$ cat src/rtl/fifo_wr_arbiter.sv
// Round-robin, burst-granular arbiter sharing one FIFO write port among NREQ
// write-domain requesters; full back-pressure reaches only the granted requester.
module fifo_wr_arbiter #(
    parameter int NREQ      = 4,
    parameter int WIDTH     = 8,
    parameter int MAX_BURST = 16
) (
    input  logic                      wclk,
    input  logic                      wrstn,
    input  logic [NREQ-1:0]           req_valid,
    input  logic [NREQ*WIDTH-1:0]     req_data,
    input  logic [NREQ-1:0]           req_last,
    output logic [NREQ-1:0]           req_ready,
    output logic [WIDTH-1:0]          fifo_wdata,
    output logic                      fifo_wen,
    input  logic                      fifo_full,
    output logic [$clog2(NREQ)-1:0]   grant_id,
    output logic                      busy
);

    localparam int GW = $clog2(NREQ);
    localparam int CW = $clog2(MAX_BURST + 1);

    typedef enum logic {
        IDLE  = 1'b0,
        GRANT = 1'b1
    } state_t;

    state_t         state_q, state_d;
    logic [GW-1:0]  grant_q, grant_d;
    logic [GW-1:0]  rr_q, rr_d;
    logic [CW-1:0]  cnt_q, cnt_d;
    logic [GW-1:0]  pick, idx;
    logic           any_vld;
    logic           accept;
    logic           last_hit;

    // Search starts one past the previous winner so every requester gets a turn.
    always_comb begin
        pick    = '0;
        idx     = '0;
        any_vld = 1'b0;
        for (int k = 1; k <= NREQ; k++) begin
            idx = GW'((int'(rr_q) + k) % NREQ);
            if (!any_vld && req_valid[idx]) begin
                any_vld = 1'b1;
                pick    = idx;
            end
        end
    end

    assign accept   = (state_q == GRANT) && req_valid[grant_q] && !fifo_full;
    assign last_hit = req_last[grant_q] || (int'(cnt_q) + 1 == MAX_BURST);

    always_comb begin
        fifo_wdata = '0;
        req_ready  = '0;
        for (int i = 0; i < NREQ; i++) begin
            if (grant_q == GW'(i)) begin
                fifo_wdata   = req_data[i*WIDTH +: WIDTH];
                req_ready[i] = (state_q == GRANT) && !fifo_full;
            end
        end
    end

    assign fifo_wen = accept;
    assign busy     = (state_q == GRANT);
    assign grant_id = grant_q;

    always_comb begin
        state_d = state_q;
        grant_d = grant_q;
        rr_d    = rr_q;
        cnt_d   = cnt_q;
        unique case (state_q)
            IDLE: begin
                if (any_vld) begin
                    state_d = GRANT;
                    grant_d = pick;
                    rr_d    = pick;
                    cnt_d   = '0;
                end
            end
            GRANT: begin
                // A stalled or idle granted requester keeps the port; no timeout.
                if (accept) begin
                    cnt_d = cnt_q + CW'(1);
                    if (last_hit) begin
                        state_d = IDLE;
                    end
                end
            end
            default: state_d = IDLE;
        endcase
    end

    always_ff @(posedge wclk or negedge wrstn) begin
        if (!wrstn) begin
            state_q <= IDLE;
            grant_q <= '0;
            rr_q    <= GW'(NREQ - 1);
            cnt_q   <= '0;
        end else begin
            state_q <= state_d;
            grant_q <= grant_d;
            rr_q    <= rr_d;
            cnt_q   <= cnt_d;
        end
    end

endmodule

$ cat config.mk
export PLATFORM = sky130hd
export DESIGN_NAME = fifo_wr_arbiter
export DESIGN_NICKNAME = d
export VERILOG_FILES = /design/src/rtl/fifo_wr_arbiter.sv
export SDC_FILE = /design/constraint.sdc
export NUM_CORES = 1
export LEC_CHECK = 0
export CELL_PAD_IN_SITES_DETAIL_PLACEMENT = 2
export CELL_PAD_IN_SITES_GLOBAL_PLACEMENT = 2
export CORE_MARGIN = 2
export CORE_UTILIZATION = 21
export CTS_CLUSTER_DIAMETER = 100
export CTS_CLUSTER_SIZE = 12
export DETAILED_ROUTE_END_ITERATION = 7
export PLACE_DENSITY_LB_ADDON = 0.1
export SYNTH_ARGS = -nofsm -noshare
export SYNTH_HDL_FRONTEND = slang
export SYNTH_SLANG_ARGS = --single-unit
$ cat constraint.sdc
create_clock -name wclk -period 3.51 [get_ports wclk]
set_input_delay 0.702 -clock wclk [delete_from_list [all_inputs] [get_ports wclk]]
set_output_delay 0.702 -clock wclk [all_outputs]
set_load 0.02 [all_outputs]
==> reports/qor.csv <==
stage,metric,value,unit
die,core area,4030,µm²
final_layout,Fillers,445,
place,Detailed Place HPWL,2690,µm
clock_tree,clk_lat worst skew,0.23,ns
drt,met3 WL,357,µm
timing,Final Skew,0.00159,ns
power_and_ir_drop,switching share of total power,40.7,%
power_and_ir_drop,total net switching power,0.433,mW
drt,Initial DRT Pass Iterations,4,
die,# IOs,59,
yosys,YS warnings,0,
die,FP Rows,23,
yosys,top_reg_cell synth,dfrtp_1,
setup_path,Worst setup SP type,input pin,
drt,DR vias,937,
place,Placed Cells,185,
grt,initial antenna violation count,0,
timing,Final WS setup,0.332,ns
clock_tree,post-CTS sizing,0,
timing,worst slew pin tran,0.703,ns
power_and_ir_drop,Clk pwr share,13.5,%
job,Max-Cap Viols,0,
yosys,Post-synth EDFFs,0,
clock_tree,clock buffer count from CTS,3,
grt,vias in the first global route,974,
power_and_ir_drop,Comb pwr share,58.5,%
drt,DR vias/cell,4.96,
timing,hold slack,0.517,ns
timing,Finish-stage setup viols,0,
final_layout,Post-Layout Cell Count,189,
timing,final hold vios,0,
clock_tree,"Clk pin slew, worst setup/hold paths",0.05,ns
yosys,Area contributors post-synth,"dfrtp_1 (23%), mux4_2 (20%), mux2i_1 (8.0%)",
yosys,Synth area leader,dfrtp_1,
place,IO buf count,58,
clock_tree,cts hold-fix bufs,0,
clock_tree,CTS Sinks,10,
final_layout,area occupied by multi-input gates,598,µm²
clock_tree,Max Buffers Root-to-Sink,2,
place,Placer Congestion,0.747,
power_and_ir_drop,worst vdd ir,0.354,mV
final_layout,ant diodes,0,
clock_tree,CTS root buffer,clkbuf_8,
die,die outline height,68.8,µm
grt,total grt overflow,0,
power_and_ir_drop,Leak,0.610,nW
yosys,"Seq/Total Area, Yosys",28.7,%
drt,drc violations,0,
power_and_ir_drop,Seq pwr share,28.0,%
setup_path,CP Max Fanout,8,
die,die span in x,68.8,µm
yosys,top-area cell type share of the netlist area,22.7,%
outcome,status,"complete, no violations",
timing,final worst path period share,90.5,%
power_and_ir_drop,PwrDens,680,nW/µm²
yosys,Cells after Synth,80,
timing,min Tclk post-route,3.18,ns
yosys,#FFs+latches synth,10,
clock_tree,Post-CTS Setup Inserts,0,
drt,uppermost layer routed,met4,
yosys,Syn Area/Cell,11.0,µm²
final_layout,layout cells sized above 1,15.1,%
yosys,Post-Syn Area,881,µm²
timing,Max-slew headroom,53.1,%
timing,Max Freq,0.315,GHz
yosys,syn_nets,124,
final_layout,nets@finish,184,
drt,total wire length,3330,µm
worst_hold_path,Hold WC Path Type,reg2reg,
power_and_ir_drop,P_int,0.630,mW
die,initial core utilization,21.9,%
grt,largest net degree at the start of global routing,16,
final_layout,Reg area,253,µm²
drt,First DRT Iteration DRCs,20,
timing,Setup TNS Final,0,ns
final_layout,area grow syn2layout,77.6,%
yosys,Yosys cell types,35,
setup_path,"Data arrival, critical path",2.48,ns
timing,RSZ-0062 raised after global routing,no,
drt,wl on met1,1340,µm
setup_path,WP data required,2.81,ns
drt,routed len/inst,17.6,µm
yosys,Post-synth ARST share,100,%
timing,Slew Limit Fails,0,
grt,GRT Total Usage,14.4,%
place,Placement Setup Slack,0.328,ns
drt,Antenna Violating Nets Remaining,0,
drt,met2 WL,1600,µm
grt,global-route wire length before repair,4930,µm
clock_tree,H-Tree Depth,1,
die,die area,4730,µm²
setup_path,CP endpoint kind,output port,
setup_path,crit path kind,in2out,
clock_tree,CTS tree,yes,
-- cells in the mapped netlist, types with 2 or more instances --
library cell	number
nor2b_1	2
a21oi_1	3
dfrtp_1	8
dfstp_2	2
nor2_1	7
o21a_1	2
clkbuf_1	3
mux4_2	8
nand2_1	7
inv_1	2
and3b_1	2
o21ai_0	4
nand4_1	2
mux2i_1	7
-- power by group through the flow --
| stage | Clock [mW] | Sequential, mW | Combinational (mW) |
|---|---|---|---|
| final | 0.143 | 0.298 | 0.622 |
| after CTS | 0.148 | 0.303 | 0.632 |
| after global placement | 0 | 0.300 | 0.616 |
| after global routing | 0.156 | 0.319 | 0.677 |
| after floorplan | 0 | 0.242 | 0.413 |
| after detailed placement | 0 | 0.305 | 0.627 |
-- worst max-delay path, stage by stage --
cell and delay [ns]:
clkdlybuf4s50_1 0.61, mux2i_1 0.17, o22ai_4 0.33, clkdlybuf4s50_1 0.67
-- kinds of logic after synthesis --
logic type | count (synthesis) | share of synthesized area [%]
and+or+nand+nor | 30 | 20.0
adders and majority gates | 1 | 1.42
AOI/OAI and AO/OA | 17 | 15.1
DFF | 10 | 28.7
buffers and inverters | 6 | 3.41
muxes | 16 | 31.4
-- registers in the layout (all words and copies together), names as in the netlist --
signal,cells
busy,1
cnt_q,5
grant_id,2
rr_q,2
-- stage by stage --
step | instance area [µm²] | util, % | power [mW]
after floorplan | 881 | - | 0.655
after global placement | 1510 | 37.5 | 0.916
after detailed placement | 1510 | 37.5 | 0.931
after CTS | 1560 | 38.8 | 1.08
after global routing | 1560 | 38.8 | 1.15
final | 1560 | 38.8 | 1.06
-- layout make-up --
cell class                 instances  area share [%]
sequential                        10            16.2
inverter                           2           0.480
timing repair buffer              59            37.6
multi-input combinational         64            38.2
tap                               50            4.00
clock buffer                       4            3.52
-- path summary, 6_finish.rpt --
kind / from / slack, ns / to / cells after the start
max in group asynchronous: wrstn / 2.37 / rr_q[1] / 1
worst min register to register: cnt_q[4] / 0.52 / cnt_q[4] / 1
min in group asynchronous: wrstn / 0.79 / grant_id[0] / 1
worst max-delay path: req_valid[3] / 0.33 / fifo_wen / 4
worst min-delay path: cnt_q[4] / 0.52 / cnt_q[4] / 1
worst max register to register: grant_id[0] / 1.59 / cnt_q[1] / 4
-- layout by cell type, fill, tap and decap left out --
| cell type | netlist | layout |
|---|---|---|
| clkbuf_8 | 0 | 4 |
| mux4_1 | 1 | 1 |
| or2_2 | 1 | 1 |
| clkdlybuf4s50_1 | 0 | 58 |
| nor3_1 | 1 | 1 |
| dfrtp_1 | 8 | 8 |
| a21oi_1 | 3 | 3 |
| mux2i_1 | 7 | 7 |
| or3b_4 | 1 | 1 |
| o21a_1 | 2 | 2 |
| o211ai_1 | 1 | 1 |
| and2b_1 | 1 | 1 |
| nor2_1 | 7 | 7 |
| inv_1 | 2 | 2 |
| a31o_2 | 1 | 1 |
| a2bb2oi_1 | 1 | 1 |
| ha_1 | 1 | 1 |
| nor4_2 | 1 | 1 |
| nand2_1 | 7 | 7 |
| or3b_1 | 1 | 1 |
| a221o_1 | 1 | 1 |
| mux4_2 | 8 | 8 |
| nor2b_1 | 2 | 2 |
| buf_4 | 0 | 1 |
| o21ai_0 | 4 | 4 |
| nand2b_1 | 1 | 1 |
| and3b_1 | 2 | 2 |
| a21bo_2 | 1 | 1 |
| o311ai_1 | 1 | 1 |
| nand4_1 | 2 | 2 |
| nor3b_1 | 1 | 1 |
| o22a_1 | 1 | 1 |
| nand3b_1 | 1 | 1 |
| o22ai_4 | 1 | 1 |
| nand4b_1 | 1 | 1 |
| dfstp_2 | 2 | 2 |
-- per-layer routing --
layer  track usage [%]  vias up
li1                  -      430
met1              16.4      454
met2              25.6       48
met3              4.55        5
met4              4.41        0
met5                 0        -
(Power assumes the default switching activity.)
